`src/rtl/matmul_controller.sv`:
```
`default_nettype none
// ============================================================================
// Module   : matmul_controller
// Purpose  : Sequences one C = A x B product through a single shared
//            multiplier, accumulating inner products and writing each C element.
// Revision : 1.0 - initial release
// ============================================================================
module matmul_controller #(
  parameter int A_ROWS     = 8,
  parameter int INNER_DIM  = 8,
  parameter int B_COLUMNS  = 8,
  parameter int DATA_WIDTH = 32,
  localparam int AW_A = (A_ROWS * INNER_DIM > 1) ? $clog2(A_ROWS * INNER_DIM) : 1,
  localparam int AW_B = (INNER_DIM * B_COLUMNS > 1) ? $clog2(INNER_DIM * B_COLUMNS) : 1,
  localparam int AW_C = (A_ROWS * B_COLUMNS > 1) ? $clog2(A_ROWS * B_COLUMNS) : 1
) (
  input  logic                  clk,
  input  logic                  rst,
  input  logic                  start,
  output logic                  busy,
  output logic                  done,
  output logic [AW_A-1:0]       rd_address_a,
  input  logic [DATA_WIDTH-1:0] read_data_a,
  output logic [AW_B-1:0]       rd_address_b,
  input  logic [DATA_WIDTH-1:0] read_data_b,
  output logic [DATA_WIDTH-1:0] mult_a,
  output logic [DATA_WIDTH-1:0] mult_b,
  output logic                  mult_start,
  input  logic [DATA_WIDTH-1:0] mult_out,
  input  logic                  mult_done,
  output logic [AW_C-1:0]       wr_address_c,
  output logic [DATA_WIDTH-1:0] wr_data_c,
  output logic                  wr_en_c
);

  localparam int IW = (A_ROWS > 1) ? $clog2(A_ROWS) : 1;
  localparam int KW = (INNER_DIM > 1) ? $clog2(INNER_DIM) : 1;
  localparam int JW = (B_COLUMNS > 1) ? $clog2(B_COLUMNS) : 1;
  localparam logic [IW-1:0] I_LAST = IW'(A_ROWS - 1);
  localparam logic [KW-1:0] K_LAST = KW'(INNER_DIM - 1);
  localparam logic [JW-1:0] J_LAST = JW'(B_COLUMNS - 1);

  typedef enum logic [2:0] {
    S_IDLE  = 3'd0,
    S_FETCH = 3'd1,
    S_LOAD  = 3'd2,
    S_MWAIT = 3'd3,
    S_WRITE = 3'd4,
    S_DONE  = 3'd5
  } state_t;

  state_t                r_state;
  logic [IW-1:0]         r_row;
  logic [KW-1:0]         r_k;
  logic [JW-1:0]         r_col;
  logic [DATA_WIDTH-1:0] r_acc;

  logic [DATA_WIDTH-1:0] w_sum;
  logic [KW-1:0]         w_k_next;
  logic [JW-1:0]         w_col_next;
  logic [IW-1:0]         w_row_next;
  logic                  w_last_elem;

  function automatic logic [AW_A-1:0] addr_a(input logic [IW-1:0] row, input logic [KW-1:0] kk);
    return AW_A'(32'(row) * 32'(INNER_DIM) + 32'(kk));
  endfunction

  function automatic logic [AW_B-1:0] addr_b(input logic [KW-1:0] kk, input logic [JW-1:0] col);
    return AW_B'(32'(kk) * 32'(B_COLUMNS) + 32'(col));
  endfunction

  function automatic logic [AW_C-1:0] addr_c(input logic [IW-1:0] row, input logic [JW-1:0] col);
    return AW_C'(32'(row) * 32'(B_COLUMNS) + 32'(col));
  endfunction

  always_comb begin
    w_sum       = r_acc + mult_out;
    w_k_next    = r_k + 1'b1;
    w_col_next  = (r_col == J_LAST) ? '0 : r_col + 1'b1;
    w_row_next  = (r_col == J_LAST) ? r_row + 1'b1 : r_row;
    w_last_elem = (r_row == I_LAST) && (r_col == J_LAST);
  end

  // Read addresses are loaded on the edge entering FETCH so they are stable for the whole FETCH cycle.
  always_ff @(posedge clk) begin
    if (rst) begin
      r_state      <= S_IDLE;
      r_row        <= '0;
      r_k          <= '0;
      r_col        <= '0;
      r_acc        <= '0;
      busy         <= 1'b0;
      done         <= 1'b0;
      rd_address_a <= '0;
      rd_address_b <= '0;
      mult_a       <= '0;
      mult_b       <= '0;
      mult_start   <= 1'b0;
      wr_address_c <= '0;
      wr_data_c    <= '0;
      wr_en_c      <= 1'b0;
    end else begin
      mult_start <= 1'b0;
      wr_en_c    <= 1'b0;
      done       <= 1'b0;
      case (r_state)
        S_IDLE: begin
          if (start) begin
            r_state      <= S_FETCH;
            busy         <= 1'b1;
            r_row        <= '0;
            r_k          <= '0;
            r_col        <= '0;
            r_acc        <= '0;
            rd_address_a <= '0;
            rd_address_b <= '0;
          end
        end
        S_FETCH: begin
          r_state <= S_LOAD;
        end
        S_LOAD: begin
          mult_a     <= read_data_a;
          mult_b     <= read_data_b;
          mult_start <= 1'b1;
          r_state    <= S_MWAIT;
        end
        S_MWAIT: begin
          // mult_start is high only in the first MWAIT cycle; a done coincident with it is not a product.
          if (mult_done && !mult_start) begin
            r_acc <= w_sum;
            if (r_k == K_LAST) begin
              wr_data_c    <= w_sum;
              wr_address_c <= addr_c(r_row, r_col);
              wr_en_c      <= 1'b1;
              r_state      <= S_WRITE;
            end else begin
              r_k          <= w_k_next;
              rd_address_a <= addr_a(r_row, w_k_next);
              rd_address_b <= addr_b(w_k_next, r_col);
              r_state      <= S_FETCH;
            end
          end
        end
        S_WRITE: begin
          r_acc <= '0;
          r_k   <= '0;
          if (w_last_elem) begin
            r_row   <= '0;
            r_col   <= '0;
            done    <= 1'b1;
            r_state <= S_DONE;
          end else begin
            r_row        <= w_row_next;
            r_col        <= w_col_next;
            rd_address_a <= addr_a(w_row_next, '0);
            rd_address_b <= addr_b('0, w_col_next);
            r_state      <= S_FETCH;
          end
        end
        S_DONE: begin
          busy    <= 1'b0;
          r_state <= S_IDLE;
        end
        default: begin
          busy    <= 1'b0;
          r_state <= S_IDLE;
        end
      endcase
    end
  end

endmodule
`default_nettype wire

```
`config.mk`:
```
export PLATFORM = sky130hd
export DESIGN_NAME = matmul_controller
export DESIGN_NICKNAME = d
export VERILOG_FILES = /design/src/rtl/matmul_controller.sv
export SDC_FILE = /design/constraint.sdc
export NUM_CORES = 1
export LEC_CHECK = 0
export ABC_AREA = 1
export ABC_CLOCK_PERIOD_IN_PS = 1750
export BUFFER_PORTS_ARGS = -buffer_cell sky130_fd_sc_hd__buf_2
export CORE_MARGIN = 4
export CORE_UTILIZATION = 30
export DETAILED_ROUTE_END_ITERATION = 8
export PLACE_DENSITY = 0.6
export SYNTH_ARGS = -nofsm -noshare
export SYNTH_HDL_FRONTEND = slang
export SYNTH_SLANG_ARGS = --single-unit
```
`constraint.sdc`:
```
create_clock -name clk -period 1.75 [get_ports clk]
set_input_delay 0 -clock clk [delete_from_list [all_inputs] [get_ports clk]]
set_output_delay 0 -clock clk [all_outputs]
set_load 0.02 [all_outputs]
```
==> results.tsv <==
metric	value	unit
status	finished with violations	
violations	setup timing	
post-route-min-period	1920	ps
io_pins	218	
die_w	174	um
cp.depth	12	
final_nets	1747	
vias	8942	
worstRegToRegCells	12	
final_cell_mix	nand2_1, nor2_1, buf_2, inv_1, dfxtp_1	
die_h	174	um
syn_avg_cell_area	6.47	um^2
grt.busiest_layer	met2	
slew_violations	0	
synthDistinctLibCells	32	
setup_slack	-166	ps
cts_sinks	159	
whs	22.0	ps
avgRoutedWirePerCell	14.6	um
core	27000	um^2
critical-path-top-delay-family	adder cells	
layout-drive-gt1-share	0.364	
endpoint_kind	flip-flop	
worst_pin_slew	475	ps
placed_cell_area	10200	um^2
cp.required	2100	ps
design_area	12800	um^2
setup_viol	38	
cts_root_buf	clkbuf_16	
synth_area	8230	um^2
power	11.2	mW
fin_setup_tns	-3460	ps
min_path_cells	4	
cts_buffers	17	
dp.final_hpwl	19500	um
track_usage	0.181	
synth_top_area_frac	0.387	
grt_first_pass_wirelength	44500	um
leakage	6.34	nW
synth_seq_area_share	0.387	
viasPerCell	4.56	
fin_skew	12.4	ps
slowest_stage	dfxtp_2	
initialDrtViolationCount	387	
synth_seq_cells	159	
cts_max_path_buffers	2	
core.rowCount	60	
dieArea	30200	um^2
synth_warnings	0	
power_density	876	nW/um^2
yosysTopAreaCell	dfxtp_1	
initial_core_util	0.305	
fmax	522	MHz
clk_pin_slew	70	ps
ant_nets	0	
critical-path-max-stage-delay	360	ps
cp_cell_sequence	ha_4 > inv_2 > fa_2 > inv_2 > nand3_2 > nand2_2 > nand3_2 > nand2_4 > buf_12 > xor2_2 > nand2_1 > a21oi_1	
synthCells	1272	
hold_path_class	input port to flip-flop	
antenna_found_initial	0	
fillCellCount	2674	
antennaDiodeCount	0	
drc	0	
maxSlewHeadroom	0.683	
syn_to_final_growth	55.3	%
grt_pass1_vias	8652	
hold_viol_final	0	
cp.arrival	2270	ps
start_kind	flip-flop	
cp_max_fo	3	
worstSetupPathType	flip-flop to flip-flop	
critPathBufInv	3	
vdd_drop_max	0.536	mV
port_buffers	217	
grt_max_degree	84	
max_cap_violations	0	
dr.pass1.iters	5	
grtUsageMet1	0.236	
gp_congestion	0.900	
final_common_cell	nand2_1	
use_met2	0.294	
grt_setup_unrepaired	yes	
period_share	1.09	
cts_tree	done	
netlist_top_cells_area	dfxtp_1, nand2_1, nor2_1, inv_1, o21ai_0	
ctsHtreeMaxLevel	4	
overflow	0	
clk_latency	440	ps
syn_nets	1410	
grt_use_met3	0.0366	
routed_wl	28700	um
[logic make-up (layout without fill, tap and decap cells)]
logic type | count (synthesis) | after routing | share of synthesized area
compound gates | 182 | 182 | 0.114
buf+inv | 218 | 568 | 0.105
xor+xnor | 17 | 17 | 0.0181
simple gates | 658 | 658 | 0.318
fa+ha+maj | 38 | 38 | 0.0587
flops | 159 | 159 | 0.387
[layout make-up]
type	instances	area, um^2	share of cell area
flip-flops and latches	159	3210	0.251
repair buffers	366	2510	0.196
clock buffers	18	439	0.0343
multi-input cells	895	5400	0.422
clock inverters	14	169	0.0132
inverters	170	638	0.0499
well taps	341	427	0.0334
[worst paths after layout]
| path | from | to | slack (ps) |
|---|---|---|---|
| hold reg to reg | r_k[2] | r_k[2] | 470 |
| setup reg to reg | r_acc[0] | r_acc[12] | -170 |
| hold / removal | mult_done | r_state[1] | 20 |
| setup / recovery | r_acc[0] | r_acc[12] | -170 |
[sequential cells by signal (all words and copies together) (netlist names)]
name          flops
wr_data_c        32
r_col             3
r_row             3
rd_address_a      6
busy              1
mult_b           32
wr_en_c           1
r_state           3
wr_address_c      6
r_acc            32
mult_a           32
done              1
r_k               3
rd_address_b      3
mult_start        1
[power breakdown]
group | internal [mW] | switching, mW | total, mW | leakage (nW)
Sequential | 4.00 | 0.199 | 4.20 | 1.30
Combinational | 1.16 | 1.90 | 3.06 | 4.75
Clock | 2.09 | 1.85 | 3.94 | 0.293
[metal layers]
layer  up-vias  wire, um
li1       4586         -
met1      4102     13000
met3        52      1250
met5         -         0
met4         0       820
met2       202     13600
[metrics by stage]
| step | util | cells | worst slack, ps |
|---|---|---|---|
| 6_report | 0.475 | 1963 | -166 |
| 5_1_grt | 0.475 | 1963 | -271 |
| 4_1_cts | 0.449 | 1955 | -108 |
| 3_5_place_dp | 0.378 | 1853 | -200 |
| 3_3_place_gp | 0.378 | 1853 | -207 |
| 2_1_floorplan | - | 1272 | -27.4 |
[synth_stat cells, drive strengths merged]
cell type	n
nand2	340
nor2	257
inv	170
dfxtp	159
o21ai	98
a21oi	74
nand3	44
ha	37
clkbuf	26
buf	22
xor2	14
nor3	6
nand3b	5
a21o	4
a31oi	4
and2	4
xnor2	3
a41oi	1
fa	1
nor4	1
o21bai	1
or2	1
[repair_timing]
item | 4_1_cts | 5_1_grt
resized for setup | 116 | 177
setup endpoints to repair | 48 | 71
pin swaps | 20 | 68
hold endpoints to repair | 66 | 0
gates cloned | 0 | 0
setup buffers | 4 | 10
hold buffers | 66 | 0
[worst min-delay path: cells and delay by family]
kind / cells / cell delay [ps]
AOI/OAI and AO/OA: 1 / 90
buffers and inverters: 1 / 80
and+or+nand+nor: 2 / 230
Note: power is estimated with default switching activity, not from simulation.
